## config.mk

```make
export PLATFORM = sky130hd
export DESIGN_NAME = flit_mux2
export DESIGN_NICKNAME = d
export VERILOG_FILES = /design/src/rtl/flit_mux2_pkg.sv /design/src/rtl/flit_sel_dec.sv /design/src/rtl/flit_mux2.sv
export SDC_FILE = /design/constraint.sdc
export NUM_CORES = 1
export LEC_CHECK = 0
export ABC_AREA = 0
export CAP_MARGIN = 0
export CORE_MARGIN = 2
export CORE_UTILIZATION = 35
export DETAILED_ROUTE_END_ITERATION = 10
export PLACE_DENSITY_LB_ADDON = 0.12
export SLEW_MARGIN = 40
export SYNTH_ARGS = -nofsm -noshare
export SYNTH_HDL_FRONTEND = slang
export SYNTH_SLANG_ARGS = --single-unit
```

## constraint.sdc

```tcl
create_clock -name clk -period 0.8 [get_ports clk]
set_input_delay 0.08 -clock clk [delete_from_list [all_inputs] [get_ports clk]]
set_output_delay 0.08 -clock clk [all_outputs]
set_load 0.005 [all_outputs]
```

## src/rtl/flit_mux2_pkg.sv

```systemverilog
// flit_mux2_pkg: shared widths, flit type codes, level names and the
// internal flit bundle used by the two-input flit multiplexer.
package flit_mux2_pkg;

    // Datapath widths
    localparam int DATA_W = 66;   // flit width, top TYPE_W bits are the type
    localparam int VCH_W  = 2;    // virtual-channel id width
    localparam int SEL_W  = 5;    // router port-select width, only [1:0] decoded
    localparam int TYPE_W = 2;
    localparam int NUM_IN = 2;    // inputs handled by this mux

    // Flit type codes carried in data[DATA_W-1 -: TYPE_W]; passed through untouched
    typedef enum logic [TYPE_W-1:0] {
        TYPE_NONE = 2'b00,
        TYPE_HEAD = 2'b01,
        TYPE_DATA = 2'b10,
        TYPE_TAIL = 2'b11
    } flit_type_e;

    // Level names
    localparam logic High     = 1'b1;
    localparam logic Low      = 1'b0;
    localparam logic Enable   = 1'b1;
    localparam logic Disable  = 1'b0;
    localparam logic Enable_  = 1'b0;   // active-low enable asserted
    localparam logic Disable_ = 1'b1;   // active-low enable deasserted

    // One input's flit as seen by the mux
    typedef struct packed {
        logic             vld;
        logic [VCH_W-1:0] vch;
        logic [DATA_W-1:0] data;
    } flit_t;

endpackage

```

## src/rtl/flit_sel_dec.sv

```systemverilog
// flit_sel_dec: one-hot port select to grant, lowest input wins when
// several select bits are set.
module flit_sel_dec
    import flit_mux2_pkg::*;
(
    input  logic [NUM_IN-1:0] sel_lo,
    output logic [NUM_IN-1:0] gnt
);

    genvar i;
    generate
        for (i = 0; i < NUM_IN; i++) begin : g_gnt
            if (i == 0) begin : g_first
                assign gnt[i] = sel_lo[0];
            end else begin : g_rest
                // masked by any lower-numbered request
                assign gnt[i] = sel_lo[i] & ~(|sel_lo[i-1:0]);
            end
        end
    endgenerate

endmodule

```

## src/rtl/flit_mux2.sv

```systemverilog
// flit_mux2: two-input flit multiplexer with a registered output.
// ovalid follows the selected input's valid every cycle; odata/ovch are
// clock-enabled by that valid so an idle output does not toggle.
// Optional build macro MUX_SEL_CHECK_EN adds a sticky sel_err output.
module flit_mux2
    import flit_mux2_pkg::*;
(
    input  logic              clk,
    input  logic              rst_,
    input  logic [DATA_W-1:0] idata_0,
    input  logic              ivalid_0,
    input  logic [VCH_W-1:0]  ivch_0,
    input  logic [DATA_W-1:0] idata_1,
    input  logic              ivalid_1,
    input  logic [VCH_W-1:0]  ivch_1,
    input  logic [SEL_W-1:0]  sel,
    output logic [DATA_W-1:0] odata,
    output logic              ovalid,
    output logic [VCH_W-1:0]  ovch
`ifdef MUX_SEL_CHECK_EN
    ,
    output logic              sel_err
`endif
);

    localparam int STAGES = 1;

    flit_t [NUM_IN-1:0] in_flit;
    flit_t [NUM_IN-1:0] lane_flit;
    flit_t              sel_flit;
    logic  [NUM_IN-1:0] gnt;
    logic  [STAGES-1:0] vld_pipe;

    assign in_flit[0] = {ivalid_0, ivch_0, idata_0};
    assign in_flit[1] = {ivalid_1, ivch_1, idata_1};

    flit_sel_dec u_dec (
        .sel_lo (sel[NUM_IN-1:0]),
        .gnt    (gnt)
    );

    // Grant is one-hot or zero, so an AND-OR mux is enough
    genvar i;
    generate
        for (i = 0; i < NUM_IN; i++) begin : g_lane
            assign lane_flit[i] = gnt[i] ? in_flit[i] : '0;
        end
    endgenerate

    // Collapse the gated lanes into the selected flit
    always_comb begin
        sel_flit = '0;
        for (int l = 0; l < NUM_IN; l++) begin
            sel_flit = flit_t'(sel_flit | lane_flit[l]);
        end
    end

    // Valid pipeline: clears on reset, always loads (zero when nothing selected)
    always_ff @(posedge clk or negedge rst_) begin
        if (!rst_) begin
            vld_pipe <= '0;
        end else begin
            vld_pipe[0] <= sel_flit.vld;
            for (int s = 1; s < STAGES; s++) begin
                vld_pipe[s] <= vld_pipe[s-1];
            end
        end
    end

    assign ovalid = vld_pipe[STAGES-1];

    // Payload register: only loads on a valid selected flit, holds otherwise
    always_ff @(posedge clk or negedge rst_) begin
        if (!rst_) begin
            odata <= '0;
            ovch  <= '0;
        end else if (sel_flit.vld == Enable) begin
            odata <= sel_flit.data;
            ovch  <= sel_flit.vch;
        end
    end

`ifdef MUX_SEL_CHECK_EN
    logic sel_bad;

    // Both decoded bits set, or an out-of-range port requested while traffic is live
    assign sel_bad = (&sel[NUM_IN-1:0]) |
                     ((|sel[SEL_W-1:NUM_IN]) & (ivalid_0 | ivalid_1));

    // Sticky error flag, cleared only by reset
    always_ff @(posedge clk or negedge rst_) begin
        if (!rst_) begin
            sel_err <= Low;
        end else if (sel_bad) begin
            sel_err <= High;
        end
    end
`else
    // Upper select bits belong to other router ports and are not decoded here
    logic sel_hi_unused;
    assign sel_hi_unused = |sel[SEL_W-1:NUM_IN];
`endif

endmodule

```

# Yosys cells after proc, flatten, opt, wreduce, memory -nomap -nowiden
# Index checks and enable logic that the tools add are counted.
# op_classes
n_shift	0
muxes	2
eq_ne	0
reduce_logical	0
n_mul	0
addsub	0
order_cmp	0
bitwise_logic	3
div	0
# ops
operator	count
$mux 69	2
$or 69x69->69	1
$and 1x1->1	1
$not 1->1	1
# totals
output_inout_bits	69
n_memories	0
reg_bits	69
word_cells	8
latch_bits	0
mem_bits_ro	0
in_bits	145
mem_bits_rw	0

# Longest topological paths before layout
# Gate-level depths: netlist of run 1.
# depth
word_depth	4
depth_mapped	6
depth_no_buf	2

# Hierarchy
# From an unflattened synthesis of run 1, not the netlist that was laid out.
# unflattened
hier_cells	232
area_unflattened_um2	3269.4
# modules_own_cells
module	seq_area_each_um2	cells_per_inst	area_each_um2	n_inst
flit_mux2	1726.7	230	3248.1	1
flit_sel_dec	0.0	2	21.3	1

# Worst setup path before layout of run 1
# OpenSTA, ideal clock, no wires.
# synth_timing
kind	input to register
from	in ivalid_0
to	reg odata[41]
cell_stages	6
setup_slack_ps	-238
path_buffers	4
t_arrival_ps	944
required_ps	705
setup_time_ps	95
cell_sequence	buf_6 -> and2_4 -> buf_6 -> buf_6 -> buf_6 -> a221oi_2
# synth_between
elab_chain_cells	2
# synth_lines
element	line_no	rtl
start: declaration	flit_mux2.sv:11	input logic ivalid_0,
$mux 69	flit_mux2.sv:46	assign lane_flit[i] = gnt[i] ? in_flit[i] : '0;
$or 69x69->69	flit_mux2.sv:54	sel_flit = flit_t'(sel_flit | lane_flit[l]);
end signal: assignment	flit_mux2.sv:78	odata <= sel_flit.data;
end: declaration	flit_mux2.sv:17	output logic [DATA_W-1:0] odata,
# No other way between the ends.
# A chain may end at the register's enable or synchronous reset.

# Final worst setup path of run 1
# layout_timing
from	reg odata[1]
to	out odata[1]
# No word-level cell between the ends.

==> results.cfg, run 1 <==
[synthesis]
synthTopCellsByArea = dfrtp_1, nor4bb_1, a221oi_1
synthCells = 397
synth_top_area_frac = 0.4262
syn-num-nets = 542
synth_area_um2 = 4051
synth_area_leader_cell = dfrtp_1
yosys_warnings = 0
yosys_register_bits = 69
yosysSeqAreaShare = 0.4262
syn_avg_cell_area_um2 = 10.21
synth_cell_types = 15

[sta]
final.min_clock_period_ns = 0.9405
fmax_mhz = 1063
fin_crit_sh = 1.176
relSlewSlack = 0.7519
hold_viol = 0
worstMarginPinSlew_ns = 0.3672
hold_ws_ns = 0.2778
drv_slew = 0
finalSetupTns_ns = -8.779
rsz0062_at_grt = true
setup_viol = 92
fin_ws_ns = -0.1405
skew_ns = 0

[layout]
n_antenna_cell = 0
areaGrowthSynthToFinish_pct = 82.43
fin_util = 0.6501
nets = 775
nFillCells = 940
seq_area_um2 = 1727
multi_input_area_um2 = 2361
drive_gt1_frac = 0.4378
finalInstanceArea_um2 = 7391

[grt]
grt_pass1_wl_mm = 22.85
grt_max_degree = 69
grt_usage = 0.2235
grt_pass1_vias = 4395
overflow = 0
grt_antenna_before_repair = 0

[clock_network]
cts_tree = built
cts.clk_slew.worst_paths_ns = 0.06
root_buffer = clkbuf_16
worstSkewPairLatency_ns = 0.33
cts_max_level = 3
cts_buffers = 9
cts.path.max_buffers = 2
clock-sinks = 69

[die]
row_count = 39
dieHeight_um = 111.6
ioPinCount = 214
start_util = 0.3563
die_w_um = 111.6
core_area_um2 = 11370
die-area_um2 = 12450

[power]
irDropWorstVdd_mv = 1.264
p_leak_uw = 0.003125
p_per_area_nw_per_um2 = 1753

[drt]
drc = 0
firstDrtPassIters = 5
routed-via-count = 4227
viasPerCell = 5.433
wl_per_cell_um = 19.22
postRouteAntennaNets = 0
wl_mm = 14.96
drtIter0Drc = 174

[critical_path]
rrSetupSlack_ns = -0.05
arrival_ns = 0.86
r2r_start = odata[36]
worst_setup_path_start_kind = flop
r2r_cells = 3
end_kind = output pin
cpMaxStageDelayCell = dfrtp_1
crit_chain = buf_2
r2r_end = odata[36]
path_class = reg2out
cp.required_ns = 0.72
worst-path-buf-inv = 1
crit_fanout = 2
crit_family = flip-flops
cpPeakStageDelay_ns = 0.40

[place]
io_buffers = 210
dp_hpwl_mm = 9.338
dpl-instance-area_um2 = 6575
gp_congestion = 0.7886
place_worst_setup_slack_ns = -0.4032

[job]
drv_cap = 0

[min_path]
min_path_type = in2async

[outcome]
status = finished with violations
violations = negative setup slack
layout make-up:
| class | instances | area share |
|---|---|---|
| Sequential cell | 69 | 0.2336 |
| Tap cell | 143 | 0.02421 |
| Multi-Input combinational cell | 208 | 0.3195 |
| Clock inverter | 5 | 0.01439 |
| Timing Repair Buffer | 274 | 0.3396 |
| Inverter | 68 | 0.03454 |
| Clock buffer | 11 | 0.03420 |
synthesized netlist by cell type:
master,number
dfrtp_1,69
a21oi_1,68
inv_1,68
a221oi_1,48
nor4bb_1,48
clkbuf_1,34
a221oi_2,20
and4bb_2,20
buf_2,8
buf_6,5
buf_4,3
buf_1,2
nand2_1,2
and2_4,1
nand3b_1,1
layer usage:
| metal | part of all wire | track usage | vias up |
|---|---|---|---|
| li1 | - | - | 1980 |
| met1 | 0.43 | 0.2992 | 2053 |
| met5 | 0 | 0 | - |
| met4 | 0.021 | 0.07160 | 0 |
| met3 | 0.065 | 0.05063 | 26 |
| met2 | 0.49 | 0.3614 | 168 |
cell families after synthesis:
| group | share of synthesized area |
|---|---|
| AOI/OAI and AO/OA | 0.2619 |
| buffers and inverters | 0.1257 |
| and+or+nand+nor | 0.1862 |
| DFF | 0.4262 |
through the flow:
step,std cells,power (µW)
finish,778,12960
global route,778,13530
CTS,771,12680
detailed placement,738,7924
global placement,738,7859
floorplan,397,5572
worst max-delay path by stage:
| stage | startpoint | endpoint | cells after the start |
|---|---|---|---|
| 6_report | odata[1] | odata[1] | 1 |
| 5_1_grt | odata[60] | odata[60] | 1 |
| 4_1_cts | odata[22] | odata[22] | 1 |
| 3_5_place_dp | sel[0] | odata[14] | 4 |
| 3_3_place_gp | sel[0] | odata[27] | 4 |
| 2_1_floorplan | ivalid_0 | odata[41] | 6 |
repair_timing:
action,4_1_cts,5_1_grt
setup buffers,17,5
gates cloned,1,4
pin swaps,8,10
hold endpoints to repair,69,0
hold buffers,1,0
endpoints found under the setup margin,92,128
resized for setup,327,56
layout by cell type (no fill, tap or decap), types with 2 or more instances in the layout:
cell type        count
nor4bb_1            42
buf_6               18
inv_1               68
buf_16               2
clkbuf_16           11
buf_12              12
and4bb_2            20
a221oi_1             3
a21oi_4             11
nand2_1              2
buf_2               73
clkdlybuf4s50_1    136
a21oi_1             35
bufinv_16            3
dfrtp_1             69
a221oi_2            64
nor4bb_2             5
buf_4               30
a21oi_2             22
clkbuf_8             2
worst min-delay path, stage by stage:
cell and delay (ns):
dlygate4sd3_1 0.52, buf_2 0.16, buf_12 0.21
report_power, final:
part,switching (µW),internal (µW)
clock,1590,3220
sequential,305,4000
combinational,1590,2250
flip-flops by register name (all words and copies together) (netlist names):
| signal | cells |
|---|---|
| odata | 66 |
| ovalid | 1 |
| ovch | 2 |
Power figures use the tool's default switching activity.
==> run 2, diff against run 1 <==
--- a/config.mk
+++ b/config.mk
@@ -8,7 +8,7 @@
 export ABC_AREA = 0
 export CAP_MARGIN = 0
 export CORE_MARGIN = 2
-export CORE_UTILIZATION = 35
+export CORE_UTILIZATION = 36
 export DETAILED_ROUTE_END_ITERATION = 10
 export PLACE_DENSITY_LB_ADDON = 0.12
 export SLEW_MARGIN = 40
==> results.cfg, run 2 (synthesis gave the netlist of run 1 again) <==
[outcome]
status = finished with violations
violations = negative setup slack

[place]
dp_hpwl_mm = 9.252
dp.cells = 738
io_buffers = 210
gp_congestion = 0.8061
dpl-instance-area_um2 = 6581

[grt]
grt_max_degree = 45
grt_antenna_before_repair = 0
grt_usage = 0.2258
grt_pass1_vias = 4190
overflow = 0
grt_pass1_wl_mm = 21.02

[critical_path]
arrival_ns = 0.91
rrSetupSlack_ns = -0.10
r2r_cells = 3
crit_fanout = 2
cpPeakStageDelay_ns = 0.42
cpMaxStageDelayCell = dfrtp_1
worst-path-buf-inv = 1
crit_family = flip-flops
r2r_end = odata[15]
end_kind = output pin
r2r_start = odata[15]
worst_setup_path_start_kind = flop
path_class = reg2out
crit_cells = 1
crit_chain = buf_2
cp.required_ns = 0.72

[sta]
setup_viol = 95
rsz0062_at_grt = true
fin_crit_sh = 1.236
drv_slew = 0
skew_ns = 0
worstMarginPinSlew_ns = 0.4275
final.min_clock_period_ns = 0.9886
hold_viol = 0
relSlewSlack = 0.7111
finalSetupTns_ns = -10.65
fin_ws_ns = -0.1886
fmax_mhz = 1011

[clock_network]
cts.path.max_buffers = 2
clock-sinks = 69
cts_tree = built
cts.clk_slew.worst_paths_ns = 0.08
cts_max_level = 3
worstSkewPairLatency_ns = 0.34
cts_buffers = 9
root_buffer = clkbuf_8

[layout]
top_register = odata
final_cell_count_no_fill = 783
multi_input_area_um2 = 2435
seq_area_um2 = 1727
nFillCells = 826
finalInstanceArea_um2 = 7393
n_antenna_cell = 0
final_cell_mix = clkdlybuf4s50_1, buf_2, dfrtp_1
largest_register_ffs = 66
nets = 785
areaGrowthSynthToFinish_pct = 82.49
layout_commonest_cell = clkdlybuf4s50_1
drive_gt1_frac = 0.4572

[drt]
postRouteAntennaNets = 0
drc = 0
wl_mm = 15.14
viasPerCell = 5.474
routed-via-count = 4286
wl_per_cell_um = 19.33
firstDrtPassIters = 4
drtIter0Drc = 175

[power]
irDropWorstVdd_mv = 0.9607
power_uw = 11050
p_leak_uw = 0.003132
p_per_area_nw_per_um2 = 1494

[min_path]
whs_path_depth = 4
worstHoldEndpoint = odata[9]
min_path_type = in2reg
min_from = sel[0]

[die]
die_w_um = 110.1
core_area_um2 = 10890
ioPinCount = 214
start_util = 0.3721
die-area_um2 = 12120
row_count = 38
dieHeight_um = 110.1

[job]
drv_cap = 0
[run 2: timing repair]
action	4_1_cts	5_1_grt
buffers inserted	13	21
gates cloned	0	6
endpoints found under the setup margin	93	129
pin swaps	8	19
hold endpoints to repair	69	0
hold buffers	1	0
gates resized for setup	326	78
[run 2: through the flow]
stage / setup WS [ns] / util / hold WS (ns)
finish: -0.1886 / 0.6790 / 0.2504
floorplan: -0.1908 / - / -0.2156
detailed placement: -0.4236 / 0.6045 / 0.1113
CTS: -0.1846 / 0.6189 / 0.2287
global placement: -0.3485 / 0.6045 / 0.1016
global route: -0.2174 / 0.6790 / 0.2528
[run 2: how the worst max path moves through the flow]
| stage | from | slack [ns] | to |
|---|---|---|---|
| finish | odata[15] | -0.19 | odata[15] |
| global route | odata[15] | -0.22 | odata[15] |
| CTS | odata[8] | -0.18 | odata[8] |
| detailed placement | sel[0] | -0.42 | odata[19] |
| global placement | sel[0] | -0.35 | ovch[1] |
| floorplan | ivalid_0 | -0.19 | odata[41] |
[run 2: report_power, final]
part,switching (µW),total (µW),internal (µW),leakage [µW]
logic,1630,3950,2320,0.00227
clock network,1300,2790,1490,0.0000923
registers,313,4300,3990,0.000767
total,3240,11000,7800,0.00313
[run 2: layout make-up]
cell class,instances,area share
clock buffer,12,0.01963
clock inverter,2,0.004739
inverter,68,0.03452
multi-input combinational,208,0.3293
sequential,69,0.2335
tap,140,0.02369
timing repair buffer,284,0.3545
[run 2: metal layers]
layer  vias up  global-route usage  wire length (µm)
li1       1992                   -                 -
met2       198              0.3602              6912
met5         -                   0                 0
met1      2078              0.3017              6737
met4         0             0.07414               250
met3        18             0.05350              1237
==> run 3, diff against run 2 <==
==> constraint.sdc (replaced) <==
create_clock -name clk -period 0.8 [get_ports clk]
set_input_delay 0.08 -clock clk [delete_from_list [all_inputs] [get_ports clk]]
set_output_delay 0.08 -clock clk [all_outputs]
set_load 0.05 [all_outputs]
==> results.cfg, run 3 (synthesis gave the netlist of run 1 again) <==
[grt]
grt_pass1_vias = 4191
grt_max_degree = 69
grt_usage = 0.2290
overflow = 0
grt_pass1_wl_mm = 21.42
grt_antenna_before_repair = 0

[layout]
final_cell_count_no_fill = 749
fin_util = 0.7373
areaGrowthSynthToFinish_pct = 98.15
nets = 749
nFillCells = 733
largest_register_ffs = 66
n_antenna_cell = 0
top_register = odata
finalInstanceArea_um2 = 8028
layout_commonest_cell = clkdlybuf4s50_1
final_cell_mix = clkdlybuf4s50_1, buf_12, inv_1, dfrtp_2, a221oi_2
drive_gt1_frac = 0.5452

[clock_network]
cts_tree = built
cts_buffers = 9
cts.path.max_buffers = 2
cts.clk_slew.worst_paths_ns = 0.08
worstSkewPairLatency_ns = 0.34
clock-sinks = 69
root_buffer = clkbuf_8
cts_max_level = 3

[outcome]
violations = negative setup slack
status = finished with violations

[die]
dieHeight_um = 110.1
row_count = 38
start_util = 0.3721
die-area_um2 = 12120
core_area_um2 = 10890
ioPinCount = 214
die_w_um = 110.1

[drt]
drtIter0Drc = 180
drc = 0
routed-via-count = 4210
firstDrtPassIters = 6
viasPerCell = 5.621
wl_per_cell_um = 19.63
postRouteAntennaNets = 0
wl_mm = 14.70

[place]
dpl-instance-area_um2 = 7229
io_buffers = 210
gp_congestion = 0.7736
place_worst_setup_slack_ns = -0.4199
dp.cells = 721
dp_hpwl_mm = 9.633

[sta]
worstMarginPinSlew_ns = 0.3740
final.min_clock_period_ns = 1.024
rsz0062_at_grt = true
setup_viol = 81
drv_slew = 0
hold_viol = 0
relSlewSlack = 0.7473
fin_ws_ns = -0.2239
skew_ns = 0
fmax_mhz = 976.7
fin_crit_sh = 1.280

[critical_path]
crit_path_end = odata[12]
r2r_end = odata[59]
crit_path_start = odata[12]
arrival_ns = 0.94
cpMaxStageDelayCell = dfrtp_2
crit_fanout = 2
worst-path-buf-inv = 1
worst_setup_path_start_kind = flop
end_kind = output pin
r2r_start = odata[59]
cpPeakStageDelay_ns = 0.44
r2r_cells = 3
path_class = reg2out
rrSetupSlack_ns = -0.09
cp.required_ns = 0.72
crit_chain = buf_12
crit_cells = 1
crit_family = flip-flops

[power]
p_leak_uw = 0.003234
p_per_area_nw_per_um2 = 1842
irDropWorstVdd_mv = 1.004

[job]
drv_cap = 0

[min_path]
min_path_type = in2reg
min_from = sel[0]
-- run 3: cell count changes in the layout (fill, tap and decap cells not counted), sizes merged --
cell,before,now
buf,143,109
clkbuf,16,12
clkinv,1,3
bufinv,1,2
clkinvlp,0,1
-- run 3: what timing repair did --
action,CTS,global route
hold endpoints to repair,69,0
hold buffers,1,0
buffers inserted,2,8
pin swaps,3,8
resized for setup,17,78
setup endpoints to repair,85,130
gates cloned,0,2
-- run 3: worst min path at each step --
stage                end  cells past startpoint
3_3_place_gp   odata[53]                      2
5_1_grt         odata[3]                      3
4_1_cts         odata[3]                      3
6_report        odata[3]                      3
2_1_floorplan   odata[0]                      0
3_5_place_dp   odata[53]                      2
-- run 3: metrics by stage --
step           setup TNS (ns)  total power [µW]  hold slack, ns
2_1_floorplan          -10.75              7430         -0.2156
6_report               -15.07             14790          0.1952
3_5_place_dp           -20.79             11050         0.09823
5_1_grt                -17.91             15310          0.1989
3_3_place_gp           -18.54             10970         0.09998
4_1_cts                -15.78             14400          0.2047
-- run 3: power breakdown --
group,switching [µW],leakage (µW),internal (µW)
clock,1430,0.000112,1840
sequential,644,0.000709,4090
combinational,3250,0.00241,3540
total,5320,0.00323,9460
-- run 3: per-layer routing --
| layer | GRT usage | routed length (µm) |
|---|---|---|
| met2 | 0.3777 | 7259 |
| met1 | 0.2940 | 5963 |
| met4 | 0.08137 | 258 |
| met3 | 0.05232 | 1220 |
| met5 | 0 | 0 |
-- run 3: cell type report --
cell class / instances / area, µm² / share of cell area
Timing Repair Buffer: 248 / 3266 / 0.4068
Tap cell: 140 / 175.2 / 0.02182
Multi-Input combinational cell: 208 / 2296 / 0.2860
Sequential cell: 69 / 1812 / 0.2257
Clock inverter: 6 / 86.33 / 0.01075
Inverter: 68 / 255.2 / 0.03180
Clock buffer: 10 / 137.6 / 0.01714
==> RTL edit: new RTL, settings of run 1 <==
Register the inputs `idata_0`, `ivch_0`, `idata_1` and `ivch_1` before use, without a reset. The logic sees them one clock later. The other inputs are not delayed to match.
--- a/src/rtl/flit_mux2.sv
+++ b/src/rtl/flit_mux2.sv
@@ -26,4 +26,16 @@
     localparam int STAGES = 1;
 
+    logic [DATA_W-1:0] idata_0_q;
+    logic [VCH_W-1:0] ivch_0_q;
+    logic [DATA_W-1:0] idata_1_q;
+    logic [VCH_W-1:0] ivch_1_q;
+
+    always_ff @(posedge clk) begin
+        idata_0_q <= idata_0;
+        ivch_0_q  <= ivch_0;
+        idata_1_q <= idata_1;
+        ivch_1_q  <= ivch_1;
+    end
+
     flit_t [NUM_IN-1:0] in_flit;
     flit_t [NUM_IN-1:0] lane_flit;
@@ -32,6 +44,6 @@
     logic  [STAGES-1:0] vld_pipe;
 
-    assign in_flit[0] = {ivalid_0, ivch_0, idata_0};
-    assign in_flit[1] = {ivalid_1, ivch_1, idata_1};
+    assign in_flit[0] = {ivalid_0, ivch_0_q, idata_0_q};
+    assign in_flit[1] = {ivalid_1, ivch_1_q, idata_1_q};
 
     flit_sel_dec u_dec (
Behaviour: not the same (Yosys sat finds a counterexample within 4 cycles, from zero or initial values and one cycle with rst_ low).
==> RTL edit against run 1 <==
Highest routed layer is now met5; critical path type unchanged; setup slack got worse by 0.18 ns; count of clock-buffer cells in the layout is 25 higher; critical endpoint is now odata[30]; final area grew 45%; routed wire length grew 25%; total power rose by 97%; area after synthesis increased by 67%; largest power group is now sequential cells; the flow finishes with violations (hold timing, setup timing); fmax down 16%; sequential cell count grew 136.
==> RTL edit: results (changes against run 1) <==
- Transition time at the pin with the least slew margin: 0.534 ns (+0.167 ns)
- Worst setup skew after layout: 0.00985 ns (+0.00985 ns)
- Placement-stage cell area: 9380 µm² (+43%)
- Number of buffers inserted by hold repair at cts: 7 (+6)
- Compound-cell area share of the yosys netlist: 15.6% (-11 points)
- Insertion delay of the later-clocked pin in the worst-skew pair: 0.50 ns (+0.17 ns)
- Drt total wl: 18600 µm (+25%)
- Final hold vios: 7 (+7)
- Worst reg2reg endpoint: odata[41]
- Final-report setup violation count: 107 (+16%)
- Share of cells above drive strength 1: 39.8% (-4.0 points)
- Initial antenna violation count: 1 (+1)
- Data arrival time of the critical path: 1.04 ns (+0.18 ns)
- Worst setup slack before clock tree synthesis: -0.427 ns (-0.0238 ns)
- Source of the worst register-to-register timing path: odata[41]
- Violated checks: hold timing, setup timing
- Outcome: complete, but fails checks
- Met3 Usage GRT: 4.59% (-0.47 points)
- Routed wire length per instance: 17.6 µm (-8.6%)
- Total Routing Usage GR: 17.5% (-4.9 points)
- Routed met3 length: 1350 µm (+38%)
- Final clock-cell share: 6.58% (+1.7 points)
- Proportion of register bits with asynchronous set or reset after synthesis: 33.7% (-66 points)
- Last element of the critical path: odata[30]
- Layout non-clock buf frac: 23.3% (-11 points)
- Global-route wire length before repair: 28200 µm (+23%)
- Buffers excl. clock: 281 (+2.6%)
- HPWL after detailed placement: 11800 µm (+26%)
- Launch point of the worst path: odata[30]
- Final worst slack: -0.321 ns (-0.181 ns)
- Placed instance count: 989 (+34%)
- Hold WS: -0.0350 ns (-0.313 ns)
- Setup slack on the worst flop-to-flop path: -0.14 ns (-0.09 ns)
- Violation count after the first detailed-route iteration: 187 (+7.5%)
- Leak: 0.00445 µW (+42%)
- Vias in the first global route: 5298 (+21%)
- Fill count: 1562 (+66%)
- Post-CTS setup buffer count: 18 (+1)
- Buffer depth of the longest clock path: 3 (+1)
-- RTL edit: cell count changes in the layout (fill, tap and decap cells not counted), moves of 6 or more --
cell                            delta
sky130_fd_sc_hd__a21oi_1          -10
sky130_fd_sc_hd__a21oi_2           +7
sky130_fd_sc_hd__a221oi_2          -6
sky130_fd_sc_hd__nor4bb_2         +13
sky130_fd_sc_hd__buf_6             +6
sky130_fd_sc_hd__a221oi_1          +7
sky130_fd_sc_hd__dfxtp_1         +128
sky130_fd_sc_hd__dfxtp_2           +8
sky130_fd_sc_hd__clkbuf_16        +13
sky130_fd_sc_hd__buf_4             +6
sky130_fd_sc_hd__dlygate4sd3_1     +6
sky130_fd_sc_hd__clkbuf_1         +10
sky130_fd_sc_hd__nor4bb_1         -16
-- RTL edit: through the flow --
step	setup TNS [ns]	total power [µW]
after detailed placement	-31.88	15400
after CTS	-22.39	25200
final	-21.78	25500
after global routing	-26.70	26600
after global placement	-28.69	15300
after floorplan	-10.47	12900
